==> src/rtl/decode_execute_reg.sv <==
// decode_execute_reg: ID/EX pipeline register with load-use stall/bubble and flush; optional DEC_EX_PERF_EN adds bubble/flush counters
module decode_execute_reg #(
  parameter int XLEN    = 32,
  parameter int RADDR_W = 5
) (
  input  logic               clk,
  input  logic               rst,
  input  logic               RegWriteD,
  input  logic               ALUSrcD,
  input  logic               MemWriteD,
  input  logic               ResultSrcD,
  input  logic               BranchD,
  input  logic [2:0]         ALUControlD,
  input  logic [XLEN-1:0]    RD1D,
  input  logic [XLEN-1:0]    RD2D,
  input  logic [XLEN-1:0]    ImmExtD,
  input  logic [XLEN-1:0]    PCD,
  input  logic [XLEN-1:0]    PCPlus4D,
  input  logic [RADDR_W-1:0] Rs1D,
  input  logic [RADDR_W-1:0] Rs2D,
  input  logic [RADDR_W-1:0] RdD,
  input  logic               ValidD,
  input  logic               FlushE,
  output logic               StallF,
  output logic               StallD,
  output logic               RegWriteE,
  output logic               ALUSrcE,
  output logic               MemWriteE,
  output logic               ResultSrcE,
  output logic               BranchE,
  output logic [2:0]         ALUControlE,
  output logic [XLEN-1:0]    RD1E,
  output logic [XLEN-1:0]    RD2E,
  output logic [XLEN-1:0]    ImmExtE,
  output logic [XLEN-1:0]    PCE,
  output logic [XLEN-1:0]    PCPlus4E,
  output logic [RADDR_W-1:0] Rs1E,
  output logic [RADDR_W-1:0] Rs2E,
  output logic [RADDR_W-1:0] RdE,
  output logic               ValidE
`ifdef DEC_EX_PERF_EN
  ,
  output logic [31:0]        BubbleCnt,
  output logic [31:0]        FlushCnt
`endif
);
  logic hz, clr;
  // load in E whose destination is read by the instruction in D
  always_comb begin
    hz = ValidE & ResultSrcE & RegWriteE & (RdE != '0) & ValidD & ((RdE == Rs1D) | (RdE == Rs2D));
    StallF = hz & ~FlushE & ~rst;
    StallD = hz & ~FlushE & ~rst;
    clr = rst | FlushE | hz;
  end
  // E slot: cleared on reset/flush/bubble, otherwise captures D with control gated by ValidD
  always_ff @(posedge clk) begin
    if (clr) begin
      {RegWriteE, ALUSrcE, MemWriteE, ResultSrcE, BranchE, ALUControlE} <= '0;
      {RD1E, RD2E, ImmExtE, PCE, PCPlus4E} <= '0;
      {Rs1E, Rs2E, RdE, ValidE} <= '0;
    end else begin
      RegWriteE   <= RegWriteD & ValidD;
      ALUSrcE     <= ALUSrcD & ValidD;
      MemWriteE   <= MemWriteD & ValidD;
      ResultSrcE  <= ResultSrcD & ValidD;
      BranchE     <= BranchD & ValidD;
      ALUControlE <= ValidD ? ALUControlD : 3'b000;
      RD1E        <= RD1D;
      RD2E        <= RD2D;
      ImmExtE     <= ImmExtD;
      PCE         <= PCD;
      PCPlus4E    <= PCPlus4D;
      Rs1E        <= Rs1D;
      Rs2E        <= Rs2D;
      RdE         <= RdD;
      ValidE      <= ValidD;
    end
  end
`ifdef DEC_EX_PERF_EN
  // count flushes and bubbles written into E
  always_ff @(posedge clk) begin
    if (rst) begin
      BubbleCnt <= '0;
      FlushCnt  <= '0;
    end else begin
      if (FlushE) FlushCnt <= FlushCnt + 32'd1;
      if (hz & ~FlushE) BubbleCnt <= BubbleCnt + 32'd1;
    end
  end
`endif
endmodule
==> config.mk <==
export PLATFORM = sky130hd
export DESIGN_NAME = decode_execute_reg
export DESIGN_NICKNAME = d
export VERILOG_FILES = /design/src/rtl/decode_execute_reg.sv
export SDC_FILE = /design/constraint.sdc
export NUM_CORES = 1
export LEC_CHECK = 0
export CAP_MARGIN = 20
export CORE_AREA = 2 2 146 148
export DETAILED_ROUTE_END_ITERATION = 6
export DIE_AREA = 0 0 148 150
export PLACE_DENSITY = 0.73
export SLEW_MARGIN = 30
export SYNTH_ARGS = -nofsm -noshare
export SYNTH_HDL_FRONTEND = slang
export SYNTH_SLANG_ARGS = --single-unit
==> constraint.sdc <==
create_clock -name clk -period 1.44 [get_ports clk]
set_input_delay 0.216 -clock clk [delete_from_list [all_inputs] [get_ports clk]]
set_output_delay 0.216 -clock clk [all_outputs]
set_load 0.05 [all_outputs]
## After elaboration in Yosys (flattened, before gate mapping)

Cells that the tools add are included.

- Equality and inequality tests: 2
- Reductions and logical operators: 2
- Bitwise operators: 18

Operator list:

| cell | number |
|---|---|
| $and A1 B1 Y1 | 12 |
| $eq A5 B5 Y1 | 2 |
| $reduce_bool A5 Y1 | 1 |
| $not A1 Y1 | 3 |
| $or A1 B1 Y1 | 3 |
| $reduce_or A2 Y1 | 1 |

- Register bits: 184
- Output and inout bits: 186

## Longest topological paths before layout

Gate-level depths: netlist of the first run.

- Word-level depth: 7
- Gate-level depth with buffers: 6
- Depth with buffers taken out: 4

## Worst setup path before layout of the first run

Ideal clock, no wire load.

- Path kind: register to output
- Start: register RdE[4]
- End: output StallF
- Path buffers: 2
- Data arrival time: 2.157 ns
- Slack: -0.933 ns
- Data required time: 1.224 ns
- Stages on the path, launching flop included: 7
- Cells stage by stage: dfxtp_1 xnor2_1 nand3_1 o22ai_2 buf_2 and3_1 buf_4

- Word-level cells in the longest chain between the ends: 6

Ends and longest elaborated chain:

| what | RTL line | RTL |
|---|---|---|
| start, declared | 39 | `output logic [RADDR_W-1:0] RdE,` |
| start signal, assigned | 75 | `RdE <= RdD;` |
| $reduce_bool A5 Y1 | 50 | `hz = ValidE & ResultSrcE & RegWriteE & (RdE != '0) & ValidD & ((RdE == Rs1D) \| (RdE == Rs2D));` |
| $and A1 B1 Y1 (2 in a row) | 50 |  |
| $and A1 B1 Y1 * | 50 |  |
| $and A1 B1 Y1 * (2 in a row) | n/a |  |
| end, declared | 24 | `output logic StallF,` |

Mark *: on every way between the ends. The rest lies on a longest branch, timed or not.

## Worst setup path in the final report of the first run

- Start: register RdE[1]
- End: output StallF

- Word-level cells in the longest chain between the ends: 6

Ends and longest elaborated chain:

| what | RTL line | RTL |
|---|---|---|
| $reduce_bool A5 Y1 | 50 |  |
| $and A1 B1 Y1 (2 in a row) | 50 |  |
| $and A1 B1 Y1 * | 50 |  |
| $and A1 B1 Y1 * (2 in a row) | 51 | `StallF = hz & ~FlushE & ~rst;` |

Marks and branches as above.

==> impl_metrics.yaml, run 1 <==
status:
  outcome: "finished, violations left"
  violations: "setup timing"
power:
  p_leak_nw: 4.88
  power_density_nw_per_um2: 1130
  ir_worst_vdd_mv: 0.713
  finalPower_w: 0.0127
sta:
  setup-tns-final_ns: -48.95
  rsz0062_at_grt: "yes"
  finalSetupViolCount: 186
  max-slew-margin-rel: 0.820
  tightest_slew_ns: 0.270
  period_share: 1.37
  min_period_ns: 1.97
  skew_ns: 0.0118
  fmax_mhz: 507
  drv_slew: 0
  hold_viol_final: 0
  worst_slack_ns: -0.532
  hold_ws_ns: 0.276
cells_and_area:
  fin_util: 0.545
  synthToLayoutAreaGrowth_pct: 96.3
  n_antenna_cell: 0
  num-nets-final: 1219
  fillers: 1835
  final_layout_size_suffix_gt1_frac: 0.295
floorplanning:
  core_sq_um: 20700
  die_width_um: 148
  start_util: 0.278
  rows: 53
  ios: 373
  die_h_um: 150
  dieArea_sq_um: 22200
clocking:
  hold_buffers: 0
  clk-insertion-delay-late_ns: 0.42
  path_clk_slew_ns: 0.07
  cts_tree: "built"
  clk_path_buf_depth: 2
  htree_levels: 4
  cts_root_buf: "clkbuf_16"
  cts_made_buffers: 17
  clock_sinks: 184
placed_design:
  pre_cts_ws_ns: -0.619
  port_buffers: 372
  place.detailed.hpwl_um: 15100
  place_congestion: 0.761
grt:
  grt_pass1_wl_um: 30000
  track_usage: 0.174
  antenna_found_initial: 0
  first_global_vias: 5574
  grt_max_degree: 53
  grt-ovfl-total: 0
synthesis:
  yosys_warnings: 0
  synthTopCellsByArea: "dfxtp_1 (64%), a21oi_1 (16%), nand2_1 (12%), clkbuf_1 (2.1%), buf_2 (1.7%)"
  syn_area_sq_um: 5740
  synth.top_cell.area_share: 0.641
  avgSynthCellArea_sq_um: 9.05
  synth_top_area_cell: "dfxtp_1"
  synth_nets: 822
  synth.distinct_cells: 15
  yosysSeqAreaShare: 0.641
  netlist_instances: 635
  synth_seq_cells: 184
drt:
  num_vias: 5815
  drt_wl_total_um: 21300
  drt_pass1_iterations: 4
  wire_per_inst_um: 16.2
  final_antenna_net_count: 0
  drt-initial-drc-count: 223
  drc_errors: 0
  viasPerCell: 4.41
setup_path:
  cpMaxStageDelayCell: "dfxtp_4"
  max_stage_delay_ns: 0.37
  worstPathRequired_ns: 1.22
  critPathArrivalTime_ns: 1.76
  critPathKind: "reg -> out"
  cp-start-kind: "flop"
  crit_path_end_kind: "output port"
  worst-path-max-fanout: 3
  crit_chain: "buf_6 -> xnor2_2 -> nand2_2 -> o22ai_4 -> and3_4 -> buf_12"
flow_run:
  cap_violations: 0
min_path:
  hold_path.class: "in -> reg"
critical path: cells and delay by family, from the launching register on:
family / cells / cell delay [ns]
compound gates: 1 / 0.20
buf+inv: 2 / 0.27
xor+xnor: 1 / 0.13
flops: 1 / 0.37
simple gates: 2 / 0.35
cell usage in the layout, fill, tap and decap left out, types with 5 or more instances in the layout:
cell and n:
dfxtp_4 5, buf_4 180, xnor2_2 5, dfxtp_1 176
clkdlybuf4s50_1 185, nand2_1 177, nand3_1 8, a21oi_1 182
clkbuf_16 26, buf_12 58
final timing paths:
check	endpoint	slack (ns)	cells past startpoint	startpoint
worst max register to register	PCE[12]	-0.38	9	RdE[1]
worst min register to register	RdE[3]	0.81	4	ResultSrcE
worst max-delay path	StallF	-0.53	6	RdE[1]
worst min-delay path	Rs1E[4]	0.28	3	Rs1D[4]
metrics by stage:
step	instance area [sq um]	std cells
floorplan	5790	635
global placement	10200	1273
detailed placement	10200	1273
CTS	11000	1306
global route	11300	1319
finish	11300	1319
area by class of cell:
class,count,area [sq um],area share
clock buffer,20,458,0.0406
sequential,184,3710,0.329
multi-input combinational,389,1900,0.169
tap,275,344,0.0305
timing repair buffer,440,4710,0.418
clock inverter,11,156,0.0139
what timing repair did:
item,4_1_cts,5_1_grt
pin swaps,4,4
buffers inserted,1,4
cloned,2,9
resized for setup,23,13
hold endpoints to repair,0,0
setup endpoints to repair,186,186
layer usage:
layer / share of wire / vias up / global-route usage
met5: 0 / - / 0
met2: 0.50 / 270 / 0.300
met3: 0.092 / 27 / 0.0698
li1: - / 2871 / -
met1: 0.39 / 2647 / 0.194
met4: 0.022 / 0 / 0.0619
power by group:
group,total [W],switching (W),internal [W]
sequential,0.00537,0.0000860,0.00529
clock,0.00494,0.00208,0.00286
combinational,0.00238,0.00126,0.00112
total,0.0127,0.00342,0.00927
sequential cells by signal, indices dropped and copies added (netlist names), 5 cells and up:
signal / count
PCPlus4E: 32
Rs1E: 5
Rs2E: 5
RD2E: 32
PCE: 32
ImmExtE: 32
RD1E: 32
RdE: 5
cells in the mapped netlist:
cell type,n
nor3_1,1
a21oi_1,184
a21oi_2,1
and3_1,1
buf_4,8
xnor2_1,10
buf_1,2
nor2_1,2
clkbuf_1,32
nand2_1,178
dfxtp_1,184
nand4_1,1
o22ai_2,1
buf_2,20
nand3_1,10
cell families after synthesis:
| family | count (synthesis) | synth area share |
|---|---|---|
| buffers and inverters | 62 | 0.0501 |
| xor gates and xnor gates | 10 | 0.0152 |
| DFF | 184 | 0.641 |
| AOI/OAI and AO/OA | 186 | 0.164 |
| and+or+nand+nor | 193 | 0.129 |
(Power assumes the default switching activity.)
==> run 2, diff against run 1 <==
Settings changed: CELL_PAD_IN_SITES_DETAIL_PLACEMENT set to 0, CELL_PAD_IN_SITES_GLOBAL_PLACEMENT set to 1, DONT_BUFFER_PORTS set to 1, PLACE_DENSITY 0.73 to 0.62.
==> run 2 against run 1 <==
Sequential power up 13%; final cell count down 14%; the flow still finishes with violations (setup timing); first-iteration DRC count up 27%; clock power down 2%; die area unchanged; global-route usage up 0.39 points; power down 4.3%; sequential share of layout area up 5.4 points; combinational power down 48%.
==> impl_metrics.yaml, run 2 (synthesized netlist as in run 1, its figures left out) <==
status:
  outcome: "finished, violations left"
  violations: "setup timing"
sta:
  tightest_slew_ns: 0.561
  fmax_mhz: 531
  finalSetupViolCount: 186
  period_share: 1.31
  hold_viol_final: 0
  min_period_ns: 1.88
  drv_slew: 0
  rsz0062_at_grt: "yes"
  skew_ns: 0.0103
  max-slew-margin-rel: 0.626
  worst_slack_ns: -0.442
clocking:
  clk_path_buf_depth: 2
  cts_root_buf: "clkbuf_16"
  cts_tree: "built"
  path_clk_slew_ns: 0.07
  cts_made_buffers: 17
  clock_sinks: 184
  clk-insertion-delay-late_ns: 0.42
  htree_levels: 4
cells_and_area:
  num-nets-final: 1029
  final_area_sq_um: 9670
  layout_commonest_cell: "dlygate4sd3_1"
  n_antenna_cell: 0
  mostFrequentLayoutCells: "dlygate4sd3_1 (184), nand2_1 (177), dfxtp_1 (176), a21oi_1 (144), a21oi_2 (36)"
  final_layout_size_suffix_gt1_frac: 0.185
  fillers: 1881
  synthToLayoutAreaGrowth_pct: 68.4
floorplanning:
  die_width_um: 148
  die_h_um: 150
  core_sq_um: 20700
  dieArea_sq_um: 22200
  start_util: 0.278
  rows: 53
  ios: 373
placed_design:
  place.detailed.hpwl_um: 12700
  place_congestion: 0.790
  placed_area_sq_um: 6260
  pre_cts_ws_ns: -0.219
  port_buffers: 0
flow_run:
  cap_violations: 0
setup_path:
  worst-path-max-fanout: 4
  worstPathRequired_ns: 1.22
  critPathArrivalTime_ns: 1.67
  cp-start-kind: "flop"
  critPathKind: "reg -> out"
  crit_path_end_kind: "output port"
grt:
  grt-ovfl-total: 0
  antenna_found_initial: 0
  grt_pass1_wl_um: 30000
  track_usage: 0.178
  grt_max_degree: 81
  first_global_vias: 5288
drt:
  wire_per_inst_um: 20.6
  final_antenna_net_count: 0
  num_vias: 5452
  drt-initial-drc-count: 284
  drt_pass1_iterations: 5
  drc_errors: 0
  viasPerCell: 4.83
  drt_wl_total_um: 23300
power:
  power_density_nw_per_um2: 1260
  finalPower_w: 0.0121
  p_leak_nw: 3.84
  ir_worst_vdd_mv: 0.657
min_path:
  hold_path.class: "in -> reg"
## run 2: cell count changes in the layout (fill, tap and decap cells not counted), moves of 2 or more
cell / change
xnor2_2: +3
clkinvlp_4: +2
buf_4: -157
clkbuf_16: +3
a21oi_1: -38
dlygate4sd3_1: +184
a21oi_4: +4
buf_12: -42
xnor2_4: -2
a21oi_2: +34
clkdlybuf4s50_1: -185
buf_16: +6
## run 2: layout make-up
| class | instances | area (sq um) | area share |
|---|---|---|---|
| sequential | 184 | 3710 | 0.383 |
| multi-input combinational | 389 | 2050 | 0.212 |
| tap | 275 | 344 | 0.0356 |
| clock buffer | 19 | 433 | 0.0448 |
| timing repair buffer | 250 | 2970 | 0.307 |
| clock inverter | 12 | 165 | 0.0171 |
## run 2: path summary, 6_finish.rpt
kind	startpoint	end	slack, ns	cells after the start
worst max-delay path	RdE[0]	StallD	-0.44	5
worst min-delay path	rst	Rs1E[3]	0.15	4
worst max register to register	RdE[0]	ImmExtE[2]	-0.21	8
worst min register to register	ResultSrcE	RD2E[15]	0.94	5
## run 2: timing repair
item | 4_1_cts | 5_1_grt
gates resized for setup | 34 | 55
buffers inserted | 2 | 8
setup endpoints to repair | 186 | 186
endpoints found under the hold margin | 184 | 0
pin swaps | 10 | 1
gates cloned | 5 | 15
hold buffers | 184 | 0
## run 2: where the power goes
group          switching (W)  total [W]  leakage (nW)  internal [W]
combinational       0.000550    0.00124          2.04      0.000690
clock                0.00208    0.00484         0.283       0.00276
sequential          0.000777    0.00606          1.52       0.00529
## run 2: metal layers
| layer | vias up | wire length [um] | GRT usage | part of all wire |
|---|---|---|---|---|
| met5 | - | 0 | 0 | 0 |
| met4 | 0 | 478 | 0.0643 | 0.021 |
| met3 | 30 | 2020 | 0.0619 | 0.087 |
| met2 | 324 | 11900 | 0.312 | 0.51 |
| met1 | 2600 | 8910 | 0.199 | 0.38 |
| li1 | 2498 | - | - | - |
## run 2: through the flow
stage	util	TNS [ns]	hold slack [ns]	cells
floorplan	-	-2.18	0.322	635
global placement	0.302	-15.45	0.334	884
detailed placement	0.302	-26.41	0.336	884
CTS	0.437	-28.30	0.128	1106
global route	0.468	-38.82	0.140	1129
finish	0.468	-28.94	0.150	1129
## run 2: critical path: stages (launching register included)
cell,delay [ns]
dfxtp_4,0.37
xnor2_2,0.17
nand3_2,0.11
o22ai_4,0.18
and3_4,0.26
buf_12,0.14
